$ cat config.mk
export PLATFORM = sky130hd
export DESIGN_NAME = id_ex_issue_flat
export DESIGN_NICKNAME = d
export VERILOG_FILES = /design/src/rtl/id_ex_issue_if.sv /design/src/rtl/id_ex_issue.sv /design/src/flat_wrapper.sv
export SDC_FILE = /design/constraint.sdc
export NUM_CORES = 1
export LEC_CHECK = 0
export BUFFER_PORTS_ARGS = -buffer_cell sky130_fd_sc_hd__buf_2
export CAP_MARGIN = 20
export CELL_PAD_IN_SITES_DETAIL_PLACEMENT = 1
export CELL_PAD_IN_SITES_GLOBAL_PLACEMENT = 1
export CORE_MARGIN = 2
export CORE_UTILIZATION = 37
export DETAILED_ROUTE_END_ITERATION = 7
export PLACE_DENSITY = 0.87
export SKIP_CTS_REPAIR_TIMING = 1
export SLEW_MARGIN = 20
export SYNTH_ARGS = -nofsm -noshare
export SYNTH_HDL_FRONTEND = slang
export SYNTH_SLANG_ARGS = --single-unit
$ cat constraint.sdc
create_clock -name clk_25mhz -period 6.2 [get_ports clk_25mhz]
set_clock_uncertainty 0.1 [all_clocks]
set_input_delay 0.62 -clock clk_25mhz [delete_from_list [all_inputs] [get_ports clk_25mhz]]
set_output_delay 0.62 -clock clk_25mhz [all_outputs]
set_load 0.01 [all_outputs]
$ cat src/rtl/id_ex_issue_if.sv
// Decode-to-execute issue bus: decoded instruction in, E-stage register contents out.
interface id_ex_issue_if;
    logic        valid_i;
    logic        ready_o;
    logic [4:0]  rs1_addr_i;
    logic [4:0]  rs2_addr_i;
    logic [4:0]  rd_addr_i;
    logic [31:0] rs1_data_i;
    logic [31:0] rs2_data_i;
    logic [31:0] imm_i;
    logic [4:0]  alu_op_i;
    logic        use_imm_i;
    logic        rd_we_i;
    logic        is_load_i;
    logic        flush_i;

    logic        valid_o;
    logic [31:0] rs1_o;
    logic [31:0] rs2_o;
    logic [31:0] imm_o;
    logic [4:0]  alu_op_o;
    logic [1:0]  mux1_o;
    logic [1:0]  mux2_o;
    logic        mux3_o;
    logic [4:0]  rd_o;
    logic        rd_we_o;
    logic [15:0] stall_cnt_o;

    modport master (
        output valid_i, rs1_addr_i, rs2_addr_i, rd_addr_i, rs1_data_i, rs2_data_i,
               imm_i, alu_op_i, use_imm_i, rd_we_i, is_load_i, flush_i,
        input  ready_o, valid_o, rs1_o, rs2_o, imm_o, alu_op_o, mux1_o, mux2_o,
               mux3_o, rd_o, rd_we_o, stall_cnt_o
    );

    modport slave (
        input  valid_i, rs1_addr_i, rs2_addr_i, rd_addr_i, rs1_data_i, rs2_data_i,
               imm_i, alu_op_i, use_imm_i, rd_we_i, is_load_i, flush_i,
        output ready_o, valid_o, rs1_o, rs2_o, imm_o, alu_op_o, mux1_o, mux2_o,
               mux3_o, rd_o, rd_we_o, stall_cnt_o
    );
endinterface

$ cat src/rtl/id_ex_issue.sv
// ID/EX issue register with EX/MEM and MEM/WB forwarding selects and a
// one-bubble load-use interlock; tracks E/M/W destination info internally.
module id_ex_issue (
    input  logic         clk_25mhz,
    input  logic         rst_n,
    id_ex_issue_if.slave bus
);

    typedef enum logic [1:0] {
        SEL_REG   = 2'b00,
        SEL_MEMWB = 2'b01,
        SEL_EXMEM = 2'b10
    } fwd_sel_e;

    // E stage (output register)
    logic        e_valid_q,   e_valid_d;
    logic [4:0]  e_rd_q,      e_rd_d;
    logic        e_rd_we_q,   e_rd_we_d;
    logic        e_is_load_q, e_is_load_d;
    logic [31:0] e_rs1_q,     e_rs1_d;
    logic [31:0] e_rs2_q,     e_rs2_d;
    logic [31:0] e_imm_q,     e_imm_d;
    logic [4:0]  e_alu_op_q,  e_alu_op_d;
    fwd_sel_e    e_mux1_q,    e_mux1_d;
    fwd_sel_e    e_mux2_q,    e_mux2_d;
    logic        e_mux3_q,    e_mux3_d;

    // M and W stages
    logic        m_valid_q, m_rd_we_q, m_is_load_q;
    logic [4:0]  m_rd_q;
    logic        w_valid_q, w_rd_we_q, w_is_load_q;
    logic [4:0]  w_rd_q;

    logic [15:0] stall_cnt_q, stall_cnt_d;

    logic e_hit_rs1, e_hit_rs2, m_hit_rs1, m_hit_rs2;
    logic hazard, ready, accept;

    always_comb begin
        e_hit_rs1 = e_valid_q & e_rd_we_q & (e_rd_q != '0) & (e_rd_q == bus.rs1_addr_i);
        e_hit_rs2 = e_valid_q & e_rd_we_q & (e_rd_q != '0) & (e_rd_q == bus.rs2_addr_i);
        m_hit_rs1 = m_valid_q & m_rd_we_q & (m_rd_q != '0) & (m_rd_q == bus.rs1_addr_i);
        m_hit_rs2 = m_valid_q & m_rd_we_q & (m_rd_q != '0) & (m_rd_q == bus.rs2_addr_i);
        // A load in E has no value to forward yet; the consumer must wait one cycle.
        hazard = bus.valid_i & e_is_load_q & (e_hit_rs1 | (e_hit_rs2 & ~bus.use_imm_i));
        ready  = ~hazard & ~bus.flush_i & rst_n;
        accept = bus.valid_i & ready;
    end

    always_comb begin
        e_valid_d   = 1'b0;
        e_rd_d      = '0;
        e_rd_we_d   = 1'b0;
        e_is_load_d = 1'b0;
        e_rs1_d     = '0;
        e_rs2_d     = '0;
        e_imm_d     = '0;
        e_alu_op_d  = '0;
        e_mux1_d    = SEL_REG;
        e_mux2_d    = SEL_REG;
        e_mux3_d    = 1'b0;
        if (accept) begin
            e_valid_d   = 1'b1;
            e_rd_d      = bus.rd_addr_i;
            e_rd_we_d   = bus.rd_we_i;
            e_is_load_d = bus.is_load_i;
            e_rs1_d     = bus.rs1_data_i;
            e_rs2_d     = bus.rs2_data_i;
            e_imm_d     = bus.imm_i;
            e_alu_op_d  = bus.alu_op_i;
            e_mux3_d    = bus.use_imm_i;
            if (e_hit_rs1)      e_mux1_d = SEL_EXMEM;
            else if (m_hit_rs1) e_mux1_d = SEL_MEMWB;
            if (!bus.use_imm_i) begin
                if (e_hit_rs2)      e_mux2_d = SEL_EXMEM;
                else if (m_hit_rs2) e_mux2_d = SEL_MEMWB;
            end
        end
    end

    // A flushed stall is not counted: the stalled instruction is being discarded.
    always_comb begin
        stall_cnt_d = stall_cnt_q;
        if (hazard && !bus.flush_i && (stall_cnt_q != '1)) begin
            stall_cnt_d = stall_cnt_q + 16'd1;
        end
    end

    always_ff @(posedge clk_25mhz or negedge rst_n) begin
        if (!rst_n) begin
            e_valid_q   <= 1'b0;
            e_rd_q      <= '0;
            e_rd_we_q   <= 1'b0;
            e_is_load_q <= 1'b0;
            e_rs1_q     <= '0;
            e_rs2_q     <= '0;
            e_imm_q     <= '0;
            e_alu_op_q  <= '0;
            e_mux1_q    <= SEL_REG;
            e_mux2_q    <= SEL_REG;
            e_mux3_q    <= 1'b0;
            m_valid_q   <= 1'b0;
            m_rd_q      <= '0;
            m_rd_we_q   <= 1'b0;
            m_is_load_q <= 1'b0;
            w_valid_q   <= 1'b0;
            w_rd_q      <= '0;
            w_rd_we_q   <= 1'b0;
            w_is_load_q <= 1'b0;
            stall_cnt_q <= '0;
        end else begin
            e_valid_q   <= e_valid_d;
            e_rd_q      <= e_rd_d;
            e_rd_we_q   <= e_rd_we_d;
            e_is_load_q <= e_is_load_d;
            e_rs1_q     <= e_rs1_d;
            e_rs2_q     <= e_rs2_d;
            e_imm_q     <= e_imm_d;
            e_alu_op_q  <= e_alu_op_d;
            e_mux1_q    <= e_mux1_d;
            e_mux2_q    <= e_mux2_d;
            e_mux3_q    <= e_mux3_d;
            m_valid_q   <= e_valid_q;
            m_rd_q      <= e_rd_q;
            m_rd_we_q   <= e_rd_we_q;
            m_is_load_q <= e_is_load_q;
            w_valid_q   <= m_valid_q;
            w_rd_q      <= m_rd_q;
            w_rd_we_q   <= m_rd_we_q;
            w_is_load_q <= m_is_load_q;
            stall_cnt_q <= stall_cnt_d;
        end
    end

    // W is tracked for visibility only; the register file handles write-through.
    logic unused_wb;
    assign unused_wb = ^{w_valid_q, w_rd_q, w_rd_we_q, w_is_load_q, m_is_load_q};

    assign bus.ready_o     = ready;
    assign bus.valid_o     = e_valid_q;
    assign bus.rs1_o       = e_rs1_q;
    assign bus.rs2_o       = e_rs2_q;
    assign bus.imm_o       = e_imm_q;
    assign bus.alu_op_o    = e_alu_op_q;
    assign bus.mux1_o      = e_mux1_q;
    assign bus.mux2_o      = e_mux2_q;
    assign bus.mux3_o      = e_mux3_q;
    assign bus.rd_o        = e_rd_q;
    assign bus.rd_we_o     = e_rd_we_q;
    assign bus.stall_cnt_o = stall_cnt_q;

endmodule

$ cat src/flat_wrapper.sv
// flat-port wrapper written by rule: the top's interface ports become plain ports
module id_ex_issue_flat 
  (clk_25mhz, rst_n, bus_valid_i, bus_rs1_addr_i, bus_rs2_addr_i, bus_rd_addr_i, bus_rs1_data_i, bus_rs2_data_i, bus_imm_i, bus_alu_op_i, bus_use_imm_i, bus_rd_we_i, bus_is_load_i, bus_flush_i, bus_ready_o, bus_valid_o, bus_rs1_o, bus_rs2_o, bus_imm_o, bus_alu_op_o, bus_mux1_o, bus_mux2_o, bus_mux3_o, bus_rd_o, bus_rd_we_o, bus_stall_cnt_o);
  id_ex_issue_if bus_i ();
  input  logic clk_25mhz;
  input  logic rst_n;
  input wire logic [$bits(bus_i.valid_i)-1:0] bus_valid_i;
  input wire logic [$bits(bus_i.rs1_addr_i)-1:0] bus_rs1_addr_i;
  input wire logic [$bits(bus_i.rs2_addr_i)-1:0] bus_rs2_addr_i;
  input wire logic [$bits(bus_i.rd_addr_i)-1:0] bus_rd_addr_i;
  input wire logic [$bits(bus_i.rs1_data_i)-1:0] bus_rs1_data_i;
  input wire logic [$bits(bus_i.rs2_data_i)-1:0] bus_rs2_data_i;
  input wire logic [$bits(bus_i.imm_i)-1:0] bus_imm_i;
  input wire logic [$bits(bus_i.alu_op_i)-1:0] bus_alu_op_i;
  input wire logic [$bits(bus_i.use_imm_i)-1:0] bus_use_imm_i;
  input wire logic [$bits(bus_i.rd_we_i)-1:0] bus_rd_we_i;
  input wire logic [$bits(bus_i.is_load_i)-1:0] bus_is_load_i;
  input wire logic [$bits(bus_i.flush_i)-1:0] bus_flush_i;
  output wire logic [$bits(bus_i.ready_o)-1:0] bus_ready_o;
  output wire logic [$bits(bus_i.valid_o)-1:0] bus_valid_o;
  output wire logic [$bits(bus_i.rs1_o)-1:0] bus_rs1_o;
  output wire logic [$bits(bus_i.rs2_o)-1:0] bus_rs2_o;
  output wire logic [$bits(bus_i.imm_o)-1:0] bus_imm_o;
  output wire logic [$bits(bus_i.alu_op_o)-1:0] bus_alu_op_o;
  output wire logic [$bits(bus_i.mux1_o)-1:0] bus_mux1_o;
  output wire logic [$bits(bus_i.mux2_o)-1:0] bus_mux2_o;
  output wire logic [$bits(bus_i.mux3_o)-1:0] bus_mux3_o;
  output wire logic [$bits(bus_i.rd_o)-1:0] bus_rd_o;
  output wire logic [$bits(bus_i.rd_we_o)-1:0] bus_rd_we_o;
  output wire logic [$bits(bus_i.stall_cnt_o)-1:0] bus_stall_cnt_o;
  assign bus_i.valid_i = bus_valid_i;
  assign bus_i.rs1_addr_i = bus_rs1_addr_i;
  assign bus_i.rs2_addr_i = bus_rs2_addr_i;
  assign bus_i.rd_addr_i = bus_rd_addr_i;
  assign bus_i.rs1_data_i = bus_rs1_data_i;
  assign bus_i.rs2_data_i = bus_rs2_data_i;
  assign bus_i.imm_i = bus_imm_i;
  assign bus_i.alu_op_i = bus_alu_op_i;
  assign bus_i.use_imm_i = bus_use_imm_i;
  assign bus_i.rd_we_i = bus_rd_we_i;
  assign bus_i.is_load_i = bus_is_load_i;
  assign bus_i.flush_i = bus_flush_i;
  assign bus_ready_o = bus_i.ready_o;
  assign bus_valid_o = bus_i.valid_o;
  assign bus_rs1_o = bus_i.rs1_o;
  assign bus_rs2_o = bus_i.rs2_o;
  assign bus_imm_o = bus_i.imm_o;
  assign bus_alu_op_o = bus_i.alu_op_o;
  assign bus_mux1_o = bus_i.mux1_o;
  assign bus_mux2_o = bus_i.mux2_o;
  assign bus_mux3_o = bus_i.mux3_o;
  assign bus_rd_o = bus_i.rd_o;
  assign bus_rd_we_o = bus_i.rd_we_o;
  assign bus_stall_cnt_o = bus_i.stall_cnt_o;
  id_ex_issue u_core (.clk_25mhz(clk_25mhz), .rst_n(rst_n), .bus(bus_i));
endmodule
==> results of run 1 <==
[kinds of logic (layout without fill, tap and decap cells)]
kind of cell             after synthesis  count (layout)  synth area share (%)
XOR/XNOR                              35              35                  6.17
adder cells (fa/ha/maj)                1               1                 0.252
other                                  0               1                     0
buffers and inverters                 18             290                  3.05
flip-flops                           137             137                  69.0
multiplexers                           1               1                 0.227
AO/OA/AOI/OAI                          4               4                 0.806
AND/OR/NAND/NOR                      166             166                  20.5
[path summary, 6_finish.rpt]
check | to | slack, ns
max in group asynchronous | u_core.bus.rs2_o[30]$_DFF_PN0_ | 4.57
hold / removal | u_core.bus.mux2_o[1]$_DFF_PN0_ | 0.07
min in group clk_25mhz | u_core.bus.rd_o[3]$_DFF_PN0_ | 0.32
setup reg to reg | u_core.bus.imm_o[25]$_DFF_PN0_ | 3.18
hold reg to reg | u_core.m_valid_q$_DFF_PN0_ | 0.32
setup / recovery | bus_ready_o | 2.93
[area by class of cell]
type                       count  area (um^2)
antenna                        1         2.50
clock inverter                12          196
sequential                   137         3430
clock buffer                  20          457
tap                          176          220
timing repair buffer         254         1280
multi-input combinational    207         1390
inverter                       4         15.0
fill                        1479         6200
[flip-flops by register name (all words and copies together), names as in the netlist, 2 cells and up]
signal	cells
u_core.bus.mux1_o	2
u_core.bus.mux2_o	2
u_core.m_rd_q	5
u_core.bus.alu_op_o	5
u_core.bus.rd_o	5
u_core.bus.rs1_o	32
u_core.bus.imm_o	32
u_core.bus.stall_cnt_o	16
u_core.bus.rs2_o	32
[through the flow]
| step | cell area, um^2 | std cells |
|---|---|---|
| floorplan | 4970 | 362 |
| global placement | 6330 | 778 |
| detailed placement | 6330 | 778 |
| CTS | 6990 | 810 |
| global route | 6990 | 811 |
| finish | 6990 | 811 |
[power by group]
part	internal, mW	switching [mW]	leakage, nW
sequential	0.914	0.00793	1.88
combinational	0.0564	0.0632	1.79
clock	0.733	0.371	0.312
[worst max-delay path: cells and delay by family, from the launching register on]
family	cells	cell delay (ns)
and+or+nand+nor	3	1.27
DFF	1	0.44
xor gates and xnor gates	1	0.19
buffers and inverters	1	0.15
AOI/OAI and AO/OA	1	0.11
[metal layers]
layer / GRT usage [%] / share of wire [%]
met5: 0 / 0.16
met4: 9.56 / 3.0
met3: 7.46 / 7.4
met2: 35.0 / 55
met1: 19.3 / 34
[cell usage in the layout, fill, tap and decap left out, drive strengths merged]
master	instances
nand4b	1
and4	2
or4b	1
clkbuf	20
ha	1
buf	254
clkinvlp	3
nand4	10
nor2b	1
a21o	1
diode	1
nor4	1
xnor2	17
o211ai	1
bufinv	5
clkinv	4
a211o	1
dfrtp	137
nand2	8
nor3	8
xor2	18
nand3	5
inv	4
mux2	1
or4	5
and2	110
a311oi	1
and3	3
nor2	11
==> metrics.log, run 1 <==
[metrics] number of antenna violations at the first check in global routing: 3
[metrics] post-synthesis instance area: 0.00497 mm^2
[metrics] CTS root buffer: sky130_fd_sc_hd__clkbuf_16
[metrics] clock tree from TritonCTS: done
[metrics] largest buffer count on any clock path: 2
[metrics] outcome: complete, no violations
[metrics] number of primary I/O pins: between 200 and 300
[metrics] leading cell types by total area after synthesis: sky130_fd_sc_hd__dfrtp_1 69%, sky130_fd_sc_hd__and2_1 14%, sky130_fd_sc_hd__xor2_1 3.2%
[metrics] share of cells above drive strength 1: roughly 46%
[metrics] EDFF count, synth: 0
[metrics] initial detailed-routing violation count: 184
[metrics] CP Launch Point: u_core.bus.rd_o[3]$_DFF_PN0_
[metrics] commonest cells in the synthesized netlist: 137 x sky130_fd_sc_hd__dfrtp_1, 110 x sky130_fd_sc_hd__and2_1, 18 x sky130_fd_sc_hd__xor2_1
[metrics] total number of clock tree sinks: between 100 and 150
[metrics] path type of the worst setup path: reg2out
[metrics] top-count cell post-synth: sky130_fd_sc_hd__dfrtp_1
[metrics] half-perimeter wire length after detailed placement: a little over 10000 um
[metrics] actual transition at the worst max-transition pin: roughly 0.96 ns
[metrics] count of endpoints failing setup in the final report: 0
[metrics] post-layout min period: approximately 3.3 ns
[metrics] synthesis-stage register bit count: about 140
[metrics] highest net fanout along the worst path: 8
[metrics] synthesized area divided by synthesized cell count: 13.7 um^2
[metrics] last weighted congestion value of the routability-driven placer: 0.818
[metrics] setup repair after global routing missed its margin: no
[metrics] die footprint: 0.0144 mm^2
[metrics] proportion of synthesized chip area in sequential cells: just under 70%
[metrics] synthesis warning total: 0
[metrics] Critical Path Source Type: flip-flop
[metrics] count of port buffers added during placement: 252
[metrics] drc violations: 0
[metrics] post-DR vias/cell: 4.50
[metrics] areal power density over the cells: between 300 and 400 mW/mm^2
[metrics] clock-pin slew of the registers on the worst-case setup and hold paths: around 0.06 ns
[metrics] fin. max-slew vios: 0
[metrics] distinct cell type count after synthesis: 30
[metrics] via count of the first global-routing pass: 4085
[metrics] standby leakage power: 3.99 nW
[metrics] CTS Buf Count: 17
[metrics] overall die height: between 100 and 150 um
[metrics] synthesis-to-finish area growth: 40.7%
[metrics] part of the cycle the worst path needs: between 50% and 60%
[metrics] upper clock frequency limit: ~0.31 GHz
[metrics] Die Span X: between 100 and 150 um
[metrics] Max stage delay on crit path: between 0.5 and 0.6 ns
[metrics] Post-Place Setup Slack: between 2 and 3 ns
[metrics] Core Footprint: around 0.013 mm^2
[metrics] number of hold violations in the final report: 0
[metrics] pin count of the biggest net entering global routing: about 110
[metrics] start of the worst register-to-register path: u_core.bus.rd_o[3]$_DFF_PN0_
[metrics] cell depth of the worst flop-to-flop path: 8
[metrics] total iterations of the first detailed-routing run: 4
[metrics] Worst EP arrival: approximately 2.6 ns
[metrics] drt wl/cell: ~17 um
[metrics] TNS Setup: 0 ns
[metrics] wire length of the first global-routing pass: about 21000 um
[metrics] cell chain of the critical path: xor2_1, or4_4, or4b_4, nand2_2, a311oi_1, buf_2
[metrics] proportion of netlist area held by the largest area contributor: between 60 and 70%
[metrics] clock insertion delay at the later pin of the skew report: ~0.41 ns
[metrics] routed wire length: 13400 um
[metrics] fraction of registers with async set or reset after synthesis: 100%
[metrics] maximum vdd drop: between 0.15 and 0.2 mV
[metrics] overall power of the completed layout: 2.15 mW
[metrics] endpoint type of the worst setup path: primary output
[metrics] total vias in the final route: about 3700
[metrics] global-route usage over all layers: 19.4%
[metrics] number of H-tree levels: 4
[metrics] worst setup slack after layout: 2.93 ns
[metrics] Nets: about 750
[metrics] hold crit path type: in2async
[metrics] grt ovf: 0
[metrics] Final Util: a little over half
[metrics] relative slew slack: a little over a third
[metrics] floorplan row count: 42
[metrics] data required time at the worst endpoint: between 5 and 6 ns
[metrics] worst-path cell with the longest stage delay: sky130_fd_sc_hd__or4b_4
[metrics] max-capacitance violation count: 0
[metrics] number of instances in the synthesized netlist: roughly 360
[metrics] largest area contributor in the synthesized netlist: sky130_fd_sc_hd__dfrtp_1
[metrics] effective utilization at floorplan: between 30% and 40%
[metrics] primary flip-flop cell chosen by synthesis mapping: sky130_fd_sc_hd__dfrtp_1
[metrics] remaining number of nets flagged by the antenna check after routing: 0
[metrics] Post-Route Hold Slack: between 0.07 and 0.08 ns
[metrics] syn nets: roughly 490
Note: power is estimated with default switching activity, not from simulation.
==> run 2: changes to the inputs <==
--- a/config.mk
+++ b/config.mk
@@ -10,9 +10,9 @@
 export CELL_PAD_IN_SITES_DETAIL_PLACEMENT = 1
 export CELL_PAD_IN_SITES_GLOBAL_PLACEMENT = 1
 export CORE_MARGIN = 2
-export CORE_UTILIZATION = 37
+export CORE_UTILIZATION = 31
 export DETAILED_ROUTE_END_ITERATION = 7
-export PLACE_DENSITY = 0.87
+export PLACE_DENSITY = 0.78
 export SKIP_CTS_REPAIR_TIMING = 1
 export SLEW_MARGIN = 20
 export SYNTH_ARGS = -nofsm -noshare
==> constraint.sdc (replaced) <==
create_clock -name clk_25mhz -period 2.65 [get_ports clk_25mhz]
set_clock_uncertainty 0.1 [all_clocks]
set_input_delay 0.265 -clock clk_25mhz [delete_from_list [all_inputs] [get_ports clk_25mhz]]
set_output_delay 0.265 -clock clk_25mhz [all_outputs]
set_load 0.01 [all_outputs]
==> run 2 against run 1 <==
- the run now ends with setup timing left
- via count is 21% higher
- clock power increased by 150%
- die area up 19%
- core utilization increased by 1.5 points
- first-iteration DRC count decreased by 34%
- sequential power grew 130%
- critical path depth rose by 1
- count of clock-buffer cells in the layout decreased by 3
- worst setup slack lost 3.1 ns
==> metrics.log, run 2 (synthesized netlist as in run 1, its figures left out) <==
[metrics] outcome: finished with violations (was complete, no violations)
[metrics] violated checks: setup timing
[metrics] actual transition at the worst max-transition pin: 0.532 ns (was 0.957 ns)
[metrics] WP depth: 7 (was 6)
[metrics] fin. max-slew vios: 0 (unchanged)
[metrics] share of cells above drive strength 1: 42.8% (was 46.4%)
[metrics] drc violations: 0 (unchanged)
[metrics] upper clock frequency limit: 0.354 GHz
[metrics] clock insertion delay at the later pin of the skew report: 0.41 ns (about the same)
[metrics] Setup crit end: bus_ready_o (unchanged)
[metrics] Critical Path Source Type: flip-flop (unchanged)
[metrics] standby leakage power: 4.68 nW (was 3.99 nW)
[metrics] largest buffer count on any clock path: 2 (unchanged)
[metrics] initial detailed-routing violation count: 121 (was 184)
[metrics] Worst Path Buf+Inv: 2 (was 1)
[metrics] areal power density over the cells: 623 mW/mm^2 (was 307 mW/mm^2)
[metrics] post-DR vias/cell: 4.48 (was 4.50)
[metrics] Die Span X: 131 um (was 120 um)
[metrics] overall power of the completed layout: 5.36 mW (was 2.15 mW)
[metrics] start of the worst register-to-register path: u_core.bus.valid_o$_DFF_PN0_ (was u_core.bus.rd_o[3]$_DFF_PN0_)
[metrics] Register-to-Register Setup Slack: -0.09 ns (was 3.18 ns)
[metrics] Max stage delay on crit path: 0.59 ns (was 0.56 ns)
[metrics] endpoint type of the worst setup path: primary output (unchanged)
[metrics] top library cells by usage in the layout, fill and taps aside: 251 x sky130_fd_sc_hd__buf_2, 137 x sky130_fd_sc_hd__dfrtp_1, 110 x sky130_fd_sc_hd__and2_1, 110 x sky130_fd_sc_hd__dlygate4sd3_1, 22 x sky130_fd_sc_hd__clkbuf_16 (was 251 x sky130_fd_sc_hd__buf_2, 137 x sky130_fd_sc_hd__dfrtp_1, 110 x sky130_fd_sc_hd__and2_1)
[metrics] CTS root buffer: sky130_fd_sc_hd__clkbuf_16 (unchanged)
[metrics] number of H-tree levels: 4 (unchanged)
[metrics] Post-Route Hold Slack: 0.110 ns (was 0.0713 ns)
[metrics] hold crit path type: in2reg (was in2async)
[metrics] overall die height: 131 um (was 120 um)
[metrics] count of port buffers added during placement: 252 (unchanged)
[metrics] Core Footprint: 0.0158 mm^2 (was 0.0132 mm^2)
[metrics] half-perimeter wire length after detailed placement: 10100 um (about the same)
[metrics] Cell Count Post-Placement: 826 (was 778)
[metrics] total vias in the final route: 4401 (was 3651)
[metrics] total number of clock tree sinks: 137 (unchanged)
[metrics] count of endpoints failing setup in the final report: 15 (was 0)
[metrics] grt ovf: 0 (unchanged)
[metrics] drt wl/cell: 19.6 um (was 16.6 um)
[metrics] worst setup slack after layout: -0.177 ns (was 2.93 ns)
[metrics] CTS Buf Count: 17 (unchanged)
[metrics] most frequent standard cell in the layout excluding fill and tap cells: sky130_fd_sc_hd__buf_2 (unchanged)
[metrics] crit-path leading delay family: simple AND/OR/NAND/NOR gates (unchanged)
[metrics] highest net fanout along the worst path: 3 (was 8)
[metrics] maximum vdd drop: 0.446 mV (was 0.153 mV)
[metrics] part of the cycle the worst path needs: 107%
[metrics] data required time at the worst endpoint: 2.29 ns (was 5.48 ns)
[metrics] synthesis-to-finish area growth: 73.0% (was 40.7%)
[metrics] clock-pin slew of the registers on the worst-case setup and hold paths: 0.06 ns (about the same)
[metrics] RR Endpoint: u_core.bus.stall_cnt_o[1]$_DFFE_PN0P_ (was u_core.bus.imm_o[25]$_DFF_PN0_)
[metrics] Worst EP arrival: 2.46 ns (was 2.55 ns)
[metrics] number of antenna diodes: 0 (was 1)
[metrics] Final Util: 54.5% (was 53.0%)
[metrics] routed wire length: 19300 um (was 13400 um)
[metrics] effective utilization at floorplan: 31.5% (was 37.7%)
[metrics] max-capacitance violation count: 0 (unchanged)
[metrics] worst-path cell with the longest stage delay: sky130_fd_sc_hd__or4b_4 (unchanged)
[metrics] global-route usage over all layers: 16.5% (was 19.4%)
[metrics] floorplan row count: 46 (was 42)
[metrics] total iterations of the first detailed-routing run: 4 (unchanged)
[metrics] post-layout min period: between 2 and 3 ns
[metrics] number of hold violations in the final report: 0 (unchanged)
[metrics] CP Launch Point: u_core.bus.valid_o$_DFF_PN0_ (was u_core.bus.rd_o[3]$_DFF_PN0_)
[metrics] via count of the first global-routing pass: 4073 (was 4085)
[metrics] clock tree from TritonCTS: done (unchanged)
[metrics] cell depth of the worst flop-to-flop path: 6 (was 8)
[metrics] number of primary I/O pins: 253 (unchanged)
[metrics] wire length of the first global-routing pass: 21100 um (was 20800 um)
[metrics] pin count of the biggest net entering global routing: 76 (was 111)
[metrics] path type of the worst setup path: reg2out (unchanged)
[metrics] final standard cell count with taps included and fillers excluded: 983 (was 811)
[metrics] Nets: 879 (was 745)
[metrics] number of antenna violations at the first check in global routing: 0 (was 3)
[metrics] setup repair after global routing missed its margin: yes (was no)
[metrics] cell chain of the critical path: nand2_1, or4_4, or4b_4, nand2_4, buf_6, a311oi_2, buf_2 (was xor2_1, or4_4, or4b_4, nand2_2, a311oi_1, buf_2)
[metrics] last weighted congestion value of the routability-driven placer: 0.809 (was 0.818)
[metrics] relative slew slack: 64.5% (was 36.2%)
[metrics] remaining number of nets flagged by the antenna check after routing: 0 (unchanged)
[metrics] die footprint: 0.0171 mm^2 (was 0.0144 mm^2)
run 2: cell types whose count changed in the layout (fill, tap and decap cells not counted), moves of 3 or more:
cell                            previous run  this run
sky130_fd_sc_hd__buf_4                     2        12
sky130_fd_sc_hd__buf_6                     1         5
sky130_fd_sc_hd__clkbuf_16                17        22
sky130_fd_sc_hd__clkinv_4                  1         4
sky130_fd_sc_hd__dlygate4sd3_1             0       110
sky130_fd_sc_hd__nor2_1                   11         5
sky130_fd_sc_hd__nor2_4                    0         5
sky130_fd_sc_hd__nor3_2                    3         0
sky130_fd_sc_hd__nor3_4                    0         3
run 2: worst min path at each step:
stage	from	end	slack, ns	cells past startpoint
detailed placement	rst_n	u_core.bus.mux3_o$_DFF_PN0_	0.13	1
CTS	rst_n	u_core.bus.mux3_o$_DFF_PN0_	-0.32	1
floorplan	rst_n	u_core.bus.alu_op_o[0]$_DFF_PN0_	-0.13	0
finish	bus_rs1_addr_i[1]	u_core.bus.mux1_o[0]$_DFF_PN0_	0.11	4
global placement	rst_n	u_core.bus.mux3_o$_DFF_PN0_	0.13	1
global route	bus_rs1_addr_i[1]	u_core.bus.mux1_o[0]$_DFF_PN0_	0.10	4
run 2: tightest hold or removal path, delay by kind of cell:
| kind | cells | cell delay, ns |
|---|---|---|
| buf+inv | 1 | 0.11 |
| simple gates | 2 | 0.13 |
| xor+xnor | 1 | 0.07 |
run 2: where the power goes:
group / internal [mW] / total, mW / switching (mW) / leakage [nW]
registers: 2.14 / 2.16 / 0.0198 / 1.88
logic: 0.270 / 0.480 / 0.210 / 2.47
clock network: 1.77 / 2.72 / 0.947 / 0.324
total: 4.18 / 5.36 / 1.18 / 4.68
run 2: final cells by class:
cell class	instances	area [um^2]
well taps	216	270
clock buffers	17	425
multi-input cells	208	1490
flip-flops and latches	137	3430
repair buffers	387	2710
clock inverters	14	245
fillers	1714	7180
inverters	4	22.5
run 2: through the flow:
step                worst slack, ns  instance area (um^2)  setup TNS [ns]
floorplan                   0.00628                  4970               0
global placement             0.0501                  6460               0
detailed placement          0.00333                  6460               0
CTS                          -0.345                  7130          -0.427
global route                 -0.266                  8590           -6.53
finish                       -0.177                  8590          -0.511
run 2: layer usage:
layer | GRT usage [%] | up-vias | share of wire, %
li1 | - | 1950 | -
met1 | 18.6 | 2183 | 37
met2 | 27.7 | 210 | 53
met3 | 6.43 | 58 | 6.1
met4 | 7.70 | 0 | 3.8
met5 | 0 | - | 0
==> run 3: changes to the inputs <==
--- a/config.mk
+++ b/config.mk
@@ -5,12 +5,13 @@
 export SDC_FILE = /design/constraint.sdc
 export NUM_CORES = 1
 export LEC_CHECK = 0
+export ABC_AREA = 1
 export BUFFER_PORTS_ARGS = -buffer_cell sky130_fd_sc_hd__buf_2
 export CAP_MARGIN = 20
 export CELL_PAD_IN_SITES_DETAIL_PLACEMENT = 1
 export CELL_PAD_IN_SITES_GLOBAL_PLACEMENT = 1
 export CORE_MARGIN = 2
-export CORE_UTILIZATION = 31
+export CORE_UTILIZATION = 30
 export DETAILED_ROUTE_END_ITERATION = 7
 export PLACE_DENSITY = 0.78
 export SKIP_CTS_REPAIR_TIMING = 1
==> run 3 against run 2 <==
- the flow now finishes without violations
- register-to-register slack improved by 0.51 ns
- global-route usage rose by 0.31 points
- combinational power about the same
- worst hold slack worse by 0.093 ns
- synthesized cell count up 52%
- wire length fell by 2.0%
- non-clock buffer count fell by 22
- critical path type unchanged
- critical endpoint unchanged
- largest cell class unchanged
==> metrics.log, run 3 <==
[metrics] outcome: complete, no violations (was finished with violations)
[metrics] number of antenna violations at the first check in global routing: 2 (was 0)
[metrics] most frequent standard cell in the layout excluding fill and tap cells: sky130_fd_sc_hd__buf_2 (unchanged)
[metrics] TNS Setup: 0 ns (was -0.511 ns)
[metrics] worst setup slack after layout: 0.325 ns (was -0.177 ns)
[metrics] proportion of netlist area held by the largest area contributor: 64.5% (was 69.0%)
[metrics] CTS Buf Count: 17 (unchanged)
[metrics] share of the synthesized netlist area taken by xor and xnor gates: 4.62% (was 6.17%)
[metrics] distinct cell type count after synthesis: 23 (was 30)
[metrics] placed instance area: 0.00685 mm^2 (was 0.00646 mm^2)
[metrics] primary flip-flop cell chosen by synthesis mapping: sky130_fd_sc_hd__dfrtp_1 (unchanged)
[metrics] Core Footprint: 0.0173 mm^2 (was 0.0158 mm^2)
[metrics] post-DR vias/cell: 4.30 (was 4.48)
[metrics] upper clock frequency limit: 0.430 GHz (was 0.354 GHz)
[metrics] start of the worst register-to-register path: u_core.bus.rd_o[2]$_DFF_PN0_ (was u_core.bus.valid_o$_DFF_PN0_)
[metrics] Register-to-Register Setup Slack: 0.42 ns (was -0.09 ns)
[metrics] die footprint: 0.0188 mm^2 (was 0.0171 mm^2)
[metrics] combinational share of power: 9.4% (was 9.0%)
[metrics] EDFF count, synth: 0 (unchanged)
[metrics] clock insertion delay at the later pin of the skew report: 0.41 ns (about the same)
[metrics] half-perimeter wire length after detailed placement: 11200 um (was 10100 um)
[metrics] top library cells by usage in the layout, fill and taps aside: 251 x sky130_fd_sc_hd__buf_2, 137 x sky130_fd_sc_hd__dfrtp_1, 132 x sky130_fd_sc_hd__nor2_1 (was 251 x sky130_fd_sc_hd__buf_2, 137 x sky130_fd_sc_hd__dfrtp_1, 110 x sky130_fd_sc_hd__and2_1, 110 x sky130_fd_sc_hd__dlygate4sd3_1, 22 x sky130_fd_sc_hd__clkbuf_16)
[metrics] highest net fanout along the worst path: 9 (was 3)
[metrics] share of total power in sequential cells: 42.3% (was 40.3%)
[metrics] number of primary I/O pins: 253 (unchanged)
[metrics] Net Sw Power: 1.21 mW (was 1.18 mW)
[metrics] Die Span X: 137 um (was 131 um)
[metrics] max-capacitance violation count: 0 (unchanged)
[metrics] total number of clock tree sinks: 137 (unchanged)
[metrics] post-synthesis instance area: 0.00531 mm^2 (was 0.00497 mm^2)
[metrics] drt wl/cell: 16.3 um (was 19.6 um)
[metrics] clock tree from TritonCTS: done (unchanged)
[metrics] count of endpoints failing setup in the final report: 0 (was 15)
[metrics] total iterations of the first detailed-routing run: 4 (unchanged)
[metrics] remaining number of nets flagged by the antenna check after routing: 0 (unchanged)
[metrics] Critical Path Source Type: flip-flop (unchanged)
[metrics] Nets: 1041 (was 879)
[metrics] maximum vdd drop: 0.416 mV (was 0.446 mV)
[metrics] synthesized-area fraction occupied by and/or/nand/nor cells: 19.3% (was 20.5%)
[metrics] number of instances in the synthesized netlist: 550 (was 362)
[metrics] leading cell types by total area after synthesis: sky130_fd_sc_hd__dfrtp_1 65%, sky130_fd_sc_hd__nor2_1 9.3%, sky130_fd_sc_hd__inv_1 9.0% (was sky130_fd_sc_hd__dfrtp_1 69%, sky130_fd_sc_hd__and2_1 14%, sky130_fd_sc_hd__xor2_1 3.2%)
[metrics] Hold Path Stages: 3 (was 4)
[metrics] CTS root buffer: sky130_fd_sc_hd__clkbuf_16 (unchanged)
[metrics] relative slew slack: 51.6% (was 64.5%)
[metrics] share of cells above drive strength 1: 31.9% (was 42.8%)
[metrics] overall die height: 137 um (was 131 um)
[metrics] commonest cells in the synthesized netlist: 137 x sky130_fd_sc_hd__dfrtp_1, 132 x sky130_fd_sc_hd__nor2_1, 128 x sky130_fd_sc_hd__inv_1 (was 137 x sky130_fd_sc_hd__dfrtp_1, 110 x sky130_fd_sc_hd__and2_1, 18 x sky130_fd_sc_hd__xor2_1)
[metrics] number of hold violations in the final report: 0 (unchanged)
[metrics] final standard cell count with taps included and fillers excluded: 1157 (was 983)
[metrics] hold path start: bus_rd_addr_i[1] (was bus_rs1_addr_i[1])
[metrics] worst min-delay path endpoint: u_core.bus.rd_o[1]$_DFF_PN0_ (was u_core.bus.mux1_o[0]$_DFF_PN0_)
[metrics] part of the cycle the worst path needs: 87.7% (was 107%)
[metrics] synthesis warning total: 0 (unchanged)
[metrics] fraction of registers with async set or reset after synthesis: 100% (unchanged)
[metrics] dominant combinational cell family by area after synthesis: simple AND/OR/NAND/NOR gates (unchanged)
[metrics] grt ovf: 0 (unchanged)
[metrics] cell depth of the worst flop-to-flop path: 9 (was 6)
[metrics] synthesized area divided by synthesized cell count: 9.66 um^2 (was 13.7 um^2)
[metrics] synthesis-stage register bit count: 137 (unchanged)
[metrics] global-route usage over all layers: 16.8% (was 16.5%)
[metrics] number of H-tree levels: 4 (unchanged)
[metrics] Worst EP arrival: 1.96 ns (was 2.46 ns)
[metrics] CP Launch Point: u_core.bus.rd_o[0]$_DFF_PN0_ (was u_core.bus.valid_o$_DFF_PN0_)
[metrics] initial detailed-routing violation count: 107 (was 121)
[metrics] hold crit path type: in2reg (unchanged)
[metrics] setup repair after global routing missed its margin: no (was yes)
[metrics] floorplan row count: 48 (was 46)
[metrics] largest area contributor in the synthesized netlist: sky130_fd_sc_hd__dfrtp_1 (unchanged)
[metrics] via count of the first global-routing pass: 4880 (was 4073)
[metrics] RR Endpoint: u_core.bus.rs2_o[8]$_DFF_PN0_ (was u_core.bus.stall_cnt_o[1]$_DFFE_PN0P_)
[metrics] routed wire length: 18900 um (was 19300 um)
[metrics] standby leakage power: 5.16 nW (was 4.68 nW)
[metrics] synthesis-to-finish area growth: 60.4% (was 73.0%)
[metrics] drc violations: 0 (unchanged)
[metrics] largest buffer count on any clock path: 2 (unchanged)
[metrics] fill cell total of the finished layout: 2039 (was 1714)
[metrics] Internal: 3.89 mW (was 4.18 mW)
[metrics] clock-pin slew of the registers on the worst-case setup and hold paths: 0.06 ns (about the same)
[metrics] syn nets: 674 (was 486)
[metrics] actual transition at the worst max-transition pin: 0.726 ns (was 0.532 ns)
[metrics] top-count cell post-synth: sky130_fd_sc_hd__dfrtp_1 (unchanged)
[metrics] fin. max-slew vios: 0 (unchanged)
[metrics] proportion of synthesized chip area in sequential cells: 64.5% (was 69.0%)
[metrics] Sw Ratio: 23.8% (was 22.0%)
[metrics] Cell Count Post-Placement: 1017 (was 826)
[metrics] portion of netlist area occupied by mux cells: 0% (was 0.227%)
[metrics] post-layout min period: 2.33 ns (was 2.83 ns)
[metrics] areal power density over the cells: 598 mW/mm^2 (was 623 mW/mm^2)
[metrics] area of all placed cells without fillers: 0.00852 mm^2 (was 0.00859 mm^2)
[metrics] count of port buffers added during placement: 252 (unchanged)
[metrics] data required time at the worst endpoint: 2.29 ns (about the same)
[metrics] total vias in the final route: 4977 (was 4401)
[metrics] pin count of the biggest net entering global routing: 138 (was 76)
[metrics] last weighted congestion value of the routability-driven placer: 0.805 (was 0.809)
[metrics] share of the synthesized area in compound gates (AO/OA/AOI/OAI): 0.306% (was 0.806%)
[metrics] Post-Place Setup Slack: 0.461 ns (was 0.00333 ns)
[metrics] adder-cell share of the synthesized area: 0.235% (was 0.252%)
[metrics] path type of the worst setup path: reg2out (unchanged)
[metrics] clock network power share: 48.3% (was 50.8%)
[metrics] effective utilization at floorplan: 30.7% (was 31.5%)
[metrics] endpoint type of the worst setup path: primary output (unchanged)
[metrics] wire length of the first global-routing pass: 24100 um (was 21100 um)
run 3: cell count changes after synthesis, sizes merged, moves of 5 or more:
cell   change
or4        -5
nand4     +15
nand2     +55
nor2     +122
and2     -110
inv      +124
nor3       -5
xnor2      -9
run 3: worst max path at each step:
stage	endpoint	slack (ns)
after floorplan	bus_ready_o	0.84
after global placement	u_core.bus.rs2_o[17]$_DFF_PN0_	0.55
after detailed placement	u_core.bus.rs2_o[8]$_DFF_PN0_	0.46
after CTS	bus_ready_o	0.25
after global routing	bus_ready_o	0.16
final	bus_ready_o	0.32
run 3: metal layers:
metal | GRT usage [%] | part of all wire, % | wire, um | vias up
li1 | - | - | - | 2334
met1 | 17.9 | 36 | 6890 | 2421
met2 | 29.2 | 54 | 10200 | 180
met3 | 7.44 | 6.5 | 1220 | 42
met4 | 6.47 | 3.1 | 585 | 0
met5 | 0 | 0 | 0 | -
run 3: metrics by stage:
step | hold WS [ns] | power [mW] | util (%)
4_1_cts | -0.0727 | 5.01 | 43.1
2_1_floorplan | -0.131 | 2.32 | -
3_5_place_dp | 0.290 | 2.53 | 39.6
6_report | 0.0178 | 5.10 | 49.3
5_1_grt | 0.0141 | 5.30 | 49.3
3_3_place_gp | 0.281 | 2.52 | 39.6
run 3: final cells by class:
class,count,area (um^2),share of cell area [%]
Antenna cell,2,5.00,0.0587
Clock buffer,18,439,5.15
Clock inverter,14,171,2.01
Inverter,128,480,5.64
Multi-Input combinational cell,268,1300,15.2
Sequential cell,137,3430,40.2
Tap cell,225,282,3.30
Timing Repair Buffer,365,2420,28.4
run 3: critical path: stages (launching register included):
cell and delay (ns):
sky130_fd_sc_hd__dfrtp_1 0.45, sky130_fd_sc_hd__xnor2_1 0.19, sky130_fd_sc_hd__nand3_1 0.12, sky130_fd_sc_hd__nor2_2 0.14
sky130_fd_sc_hd__nand3_2 0.14, sky130_fd_sc_hd__a21oi_4 0.30, sky130_fd_sc_hd__nor2_1 0.07, sky130_fd_sc_hd__buf_2 0.14
run 3: logic make-up (layout without fill, tap and decap cells):
| kind of cell | Yosys count | after routing |
|---|---|---|
| flops | 137 | 137 |
| xor+xnor | 28 | 28 |
| buf+inv | 145 | 525 |
| fa+ha+maj | 1 | 1 |
| compound gates | 1 | 1 |
| other cells | 0 | 2 |
| simple gates | 238 | 238 |
run 3: power groups by stage:
stage / clock (mW) / combinational [mW] / sequential (mW)
floorplan: 0 / 0.100 / 2.22
global placement: 0 / 0.332 / 2.19
detailed placement: 0 / 0.341 / 2.19
CTS: 2.51 / 0.343 / 2.15
global route: 2.61 / 0.528 / 2.16
finish: 2.46 / 0.479 / 2.16
